<file path="config.mk">
export PLATFORM = sky130hd
export DESIGN_NAME = wb_sink
export DESIGN_NICKNAME = d
export VERILOG_FILES = /design/src/rtl/wb_sink.sv
export SDC_FILE = /design/constraint.sdc
export NUM_CORES = 1
export LEC_CHECK = 0
export CORE_UTILIZATION = 35
export DETAILED_ROUTE_END_ITERATION = 6
export GPL_ROUTABILITY_DRIVEN = 1
export GPL_TIMING_DRIVEN = 0
export PLACE_DENSITY = 0.64
export RECOVER_POWER = 50
export SYNTH_ARGS = -nofsm -noshare
export SYNTH_HDL_FRONTEND = slang
export SYNTH_SLANG_ARGS = --single-unit
</file>
<file path="constraint.sdc">
create_clock -name clk -period 5.8 [get_ports clk]
set_input_delay 1.16 -clock clk [delete_from_list [all_inputs] [get_ports clk]]
set_output_delay 1.16 -clock clk [all_outputs]
set_load 0.1 [all_outputs]
</file>
<file path="src/rtl/wb_sink.sv">
// wb_sink: write-back strobe sink with 8x16 register file and 4-phase bus writer.
// Optional macro WB_SINK_BYPASS_EN forwards same-cycle wbr data to reads and bus latch.
module wb_sink #(
    parameter int DW   = 16,
    parameter int NREG = 8,
    parameter int AW   = 16
) (
    input  logic          clk,
    input  logic          rst,
    input  logic          wbr,
    input  logic          wbin,
    input  logic [15:0]   ir,
    input  logic [DW-1:0] wdata,
    input  logic [AW-1:0] addr,
    input  logic [2:0]    ra,
    input  logic [2:0]    rb,
    output logic [DW-1:0] qa,
    output logic [DW-1:0] qb,
    output logic          mem_req,
    output logic [AW-1:0] mem_addr,
    output logic [DW-1:0] mem_data,
    input  logic          mem_ack,
    output logic          busy,
    output logic          err
);

    typedef enum logic [1:0] {
        IDLE = 2'd0,
        REQ  = 2'd1,
        REL  = 2'd2
    } state_t;

    state_t        state;
    logic [DW-1:0] regs [NREG];
    logic          wbr_d;
    logic          wbin_d;
    logic          wbr_rise;
    logic          wbin_rise;
    logic [2:0]    idx;
    logic [DW-1:0] bus_src;

    // Only the register index field of the instruction matters here.
    logic unused_ir;
    assign unused_ir = ^{ir[15:11], ir[7:0]};

    assign idx       = ir[10:8];
    assign wbr_rise  = wbr & ~wbr_d;
    assign wbin_rise = wbin & ~wbin_d;
    assign busy      = (state != IDLE);

`ifdef WB_SINK_BYPASS_EN
    // A write landing this cycle is visible to reads and to the bus latch.
    assign qa      = (wbr_rise && idx == ra) ? wdata : regs[ra];
    assign qb      = (wbr_rise && idx == rb) ? wdata : regs[rb];
    assign bus_src = wbr_rise ? wdata : regs[idx];
`else
    // Reads and the bus latch see the register contents before this edge.
    assign qa      = regs[ra];
    assign qb      = regs[rb];
    assign bus_src = regs[idx];
`endif

    // Strobe history for rising-edge detection.
    always_ff @(posedge clk) begin
        if (rst) begin
            wbr_d  <= 1'b0;
            wbin_d <= 1'b0;
        end else begin
            wbr_d  <= wbr;
            wbin_d <= wbin;
        end
    end

    // Register file: one write per wbr rise.
    always_ff @(posedge clk) begin
        if (rst) begin
            for (int i = 0; i < NREG; i++) begin
                regs[i] <= '0;
            end
        end else if (wbr_rise) begin
            regs[idx] <= wdata;
        end
    end

    // Bus write FSM: latch on wbin rise, 4-phase req/ack, sticky drop error.
    always_ff @(posedge clk) begin
        if (rst) begin
            state    <= IDLE;
            mem_req  <= 1'b0;
            mem_addr <= '0;
            mem_data <= '0;
            err      <= 1'b0;
        end else begin
            unique case (state)
                IDLE: begin
                    if (wbin_rise) begin
                        mem_addr <= addr;
                        mem_data <= bus_src;
                        mem_req  <= 1'b1;
                        state    <= REQ;
                    end
                end
                REQ: begin
                    if (wbin_rise) begin
                        err <= 1'b1;
                    end
                    if (mem_ack) begin
                        mem_req <= 1'b0;
                        state   <= REL;
                    end
                end
                REL: begin
                    if (wbin_rise) begin
                        err <= 1'b1;
                    end
                    if (!mem_ack) begin
                        state <= IDLE;
                    end
                end
                default: begin
                    mem_req <= 1'b0;
                    state   <= IDLE;
                end
            endcase
        end
    end

endmodule
</file>
**Word-level counts from Yosys, hierarchy flattened**

Memory sizes are Yosys's and may differ from the RTL's. A register that Yosys moved wholly into a read port is not among the register bits.
Index checks and enable logic that the tools add are counted.

- Memories: 1
- Memory bits (writable): 128
- Output and inout port bits: 67
- Input port bits: 59
- Register bits: 22
- Logic and storage cells: 40

Memories:

| memory | depth | width | rd ports | clocked after Yosys merged registers in | write ports | line | text |
|---|---|---|---|---|---|---|---|
| regs | 8 | 16 | 3 | 1 | 8 | 34 | `logic [DW-1:0] regs [NREG];` |

- Bitwise logic cells: 5
- Equal/unequal tests: 5
- Reductions and logical operators: 8
- Muxes and demuxes: 15

Operator list:

| kind | count |
|---|---|
| $mux W16 | 1 |
| $reduce_or A16 Y1 | 1 |
| $mux W1 | 8 |
| $mux W2 | 3 |
| $ne A2 B2 Y1 const B | 3 |
| $pmux W2 S3 | 1 |
| $reduce_and A3 Y1 | 2 |
| $reduce_and A2 Y1 | 2 |
| $mux W3 | 1 |
| $not A1 Y1 | 3 |
| $pmux W1 S3 | 1 |
| $and A1 B1 Y1 | 2 |
| $eq A2 B1 Y1 const B | 1 |
| $eq A2 B2 Y1 const B | 1 |
| $logic_not A2 Y1 | 1 |
| $reduce_bool A2 Y1 | 1 |
| $reduce_or A2 Y1 | 1 |

**Logic depth before layout (Yosys ltp)**

- Depth in word-level cells: 7
- Depth in mapped cells: 7
- Depth with buffers taken out: 6

**Least setup slack after synthesis**

No wires, ideal clock.

- Path kind: input-to-output
- Start: input ra[0]
- End: output qa[0]
- Buffers on the path: 2
- Slack: 2130 ps
- Stages: 4
- Arrival: 2510 ps
- Required time: 4640 ps
- Path through: buf_2 -> buf_4 -> mux4_2 -> mux2_2

- Longest elaborated chain between the ends: 1

RTL lines:

| element | line | text |
|---|---|---|
| from (decl) | 15 | `input logic [2:0] ra,` |
| $mem_v2 Z8 W16 | - |  |
| to (decl) | 17 | `output logic [DW-1:0] qa,` |

Every way passes these cells.

**Worst setup path after layout**

- Start: input rb[1]
- End: output qb[10]

- Longest elaborated chain between the ends: 1

RTL lines:

| element | line | text |
|---|---|---|
| from (decl) | 16 | `input logic [2:0] rb,` |
| $mem_v2 Z8 W16 | - |  |
| to (decl) | 18 | `output logic [DW-1:0] qb,` |

Every way passes these cells.

==> results.txt <==
H-tree levels: 4
Design Power: 3.36 mW
highest clock rate: 0.184 GHz
WP buf/inv: 3
cells on worst reg2reg path: 4
area share of the largest cell type after synthesis: 0.424
Clock Path Buffers: 2
DRC Markers: 0
ANT cells: 0
Tot GR Track Use: 0.223
synth unique cells: 28
Nets: 890
synthesized area per cell: 12.9 µm²
ys flop type: edfxtp_1
area grow syn2layout: 23.1%
area leader, netlist: edfxtp_1
Crit path arrival time: 4.26 ns
post-route setup slack: 0.376 ns
first-pass GRT wire length: 41.3 mm
number of global-route vias before repair: 6394
Async SR Flop Fraction: 0
Worst Max-Slew Pin Slew: 1.65 ns
share of cells above drive strength 1: 0.183
drt first pass iters: 5
GP Congestion: 0.831
WL per Instance: 24.6 µm
hold_ws: 0.451 ns
cts bufs inserted: 17
Max FO, Critical Path: 10
Yosys Warn Count: 0
outcome: complete, but fails checks
Post-synth EDFFs: 128
Clock Sinks: 166
Post-CTS Hold Fix Bufs: 0
total gr overflow: 0
DIE AREA: 26600 µm²
Worst path slowest cell: clkdlybuf4s50_1
Synth Instances: 701
CP delay by family, top: buffers and inverters
vias post-DR: 6545
top-level I/O count: 126
Cell Chain, Critical Path: clkdlybuf4s50_1, buf_1, mux4_2, mux2_2, clkdlybuf4s50_1
reg-to-reg endpoint: regs[0][10]
final hold violation count: 0
Die Ht: 163 µm
Initial Util: 0.358
chip width: 163 µm
Pleak: 4.19 nW
initial antenna violation count: 0
Synth Cell Area: 9070 µm²
failing checks: max-capacitance violations, max-slew violations
max cap viols: 2
Yosys reg bits: 166
clk_lat worst skew: 0.44 ns
worst vdd ir: 162 µV
largest net degree at the start of global routing: 18
Final Cycle Share: 0.935
Core Region: 25300 µm²
reg-to-reg startpoint: wbr_d
CP Class: primary input to output pin
FP Rows: 58
pins over their slew limit: 34
vias per inst: 5.59
DR iter-0 viols: 765
crit path capture type: output pin
critical path depth in cells: 5
sequential share of the synthesized area: 0.508
TNS Setup: 0 ns
clock skew: 0.0115 ns
post-CTS setup buffers: 0
Detail Placement HPWL: 18.7 mm
PwrDens: 301 nW/µm²
# fillers: 2327
worst path required time: 4.64 ns
Post-Route WL: 28.8 mm
Area contributors post-synth: edfxtp_1 (42%), mux4_2 (16%), and2_1 (8.8%), dfxtp_1 (8.4%), mux2i_1 (7.2%)
Syn Nets: 764
Setup Viol. Count Final: 0
crit start category: primary input
root buf cell: clkbuf_16
min-delay worst type: flop to flop
Finished Core Util: 0.441
Tmin final: 5.42 ns
# resized after CTS: 0
CP max stage delay: 0.97 ns
Reg2Reg Setup Slack: 2.77 ns
end point of the critical path: qb[10]
register area: 4600 µm²
CTS clk-pin slew, worst paths: 0.06 ns
CTS tree: built
RSZ-0062 raised after global routing: no
multi-input logic area: 4200 µm²
most frequent cells in the layout: edfxtp_1 (128), and2_1 (86), clkdlybuf4s50_1 (70)
cell with the most instances on the worst path: clkdlybuf4s50_1
PortBufs: 107
commonest non-fill, non-tap cell in the layout: edfxtp_1
Worst Setup SP: rb[1]
relative slew slack: -0.100
pre-CTS setup slack: 0.421 ns
remaining antenna violation count: 0
[area by class of cell]
type / count / share of cell area
buffer: 52 / 0.0222
clock buffer: 18 / 0.0393
clock inverter: 14 / 0.0163
inverter: 3 / 0.00101
multi-input combinational: 480 / 0.376
sequential: 166 / 0.412
tap: 330 / 0.0370
timing repair buffer: 107 / 0.0959
[power breakdown]
group | switching, mW | internal [mW] | leakage, nW
combinational | 0.557 | 0.223 | 2.20
sequential | 0.0338 | 1.33 | 1.68
clock | 0.547 | 0.669 | 0.303
total | 1.14 | 2.23 | 4.19
[Yosys cell counts, drive strengths merged, types with 3 or more instances]
master	count
nor3	18
nor4	16
and2	128
edfxtp	128
mux2i	65
clkbuf	26
nor2	59
dfxtp	38
a21oi	20
o22ai	16
nand2b	5
mux4	64
nand2	35
ha	4
buf	26
nor2b	4
or2	9
inv	3
mux2	32
[cell families after synthesis]
family,synth area share
buffers and inverters,0.0287
DFF,0.508
and+or+nand+nor,0.163
adders and majority gates,0.00552
muxes,0.270
AOI/OAI and AO/OA,0.0247
[how the worst min path moves through the flow]
stage                 startpoint           end  slack, ns  depth (start not counted)
floorplan               state[1]      state[1]       0.49                          2
global placement    mem_addr[11]  mem_addr[11]       0.44                          2
detailed placement   mem_addr[4]   mem_addr[4]       0.45                          2
CTS                  mem_addr[4]   mem_addr[4]       0.46                          2
global route        mem_addr[14]  mem_addr[14]       0.47                          2
finish               mem_addr[4]   mem_addr[4]       0.45                          2
[per-layer routing]
metal / wire (µm) / vias up / share of wire / global-route usage
met5: 0 / - / 0 / 0
met4: 897 / 0 / 0.031 / 0.0892
met3: 2670 / 61 / 0.093 / 0.0525
met2: 13200 / 379 / 0.46 / 0.345
met1: 12100 / 3244 / 0.42 / 0.301
li1: - / 2861 / - / -
[worst register-to-register path: stages (launching register included)]
cell and delay, ns:
dfxtp_1 0.30, nor2_1 0.18, nand3b_1 0.17, nor3_1 0.70, or2_0 1.28
[registers in the layout, summed over array words and instances, names as in the netlist]
register  flops
wbin_d        1
mem_data     16
wbr_d         1
mem_req       1
state         2
regs        128
err           1
mem_addr     16
[metrics by stage]
| stage | area (µm²) | cells |
|---|---|---|
| after detailed placement | 10600 | 1138 |
| after global routing | 11200 | 1170 |
| after CTS | 11200 | 1170 |
| final | 11200 | 1170 |
| after floorplan | 9070 | 701 |
| after global placement | 10600 | 1138 |
Power figures use the tool's default switching activity.
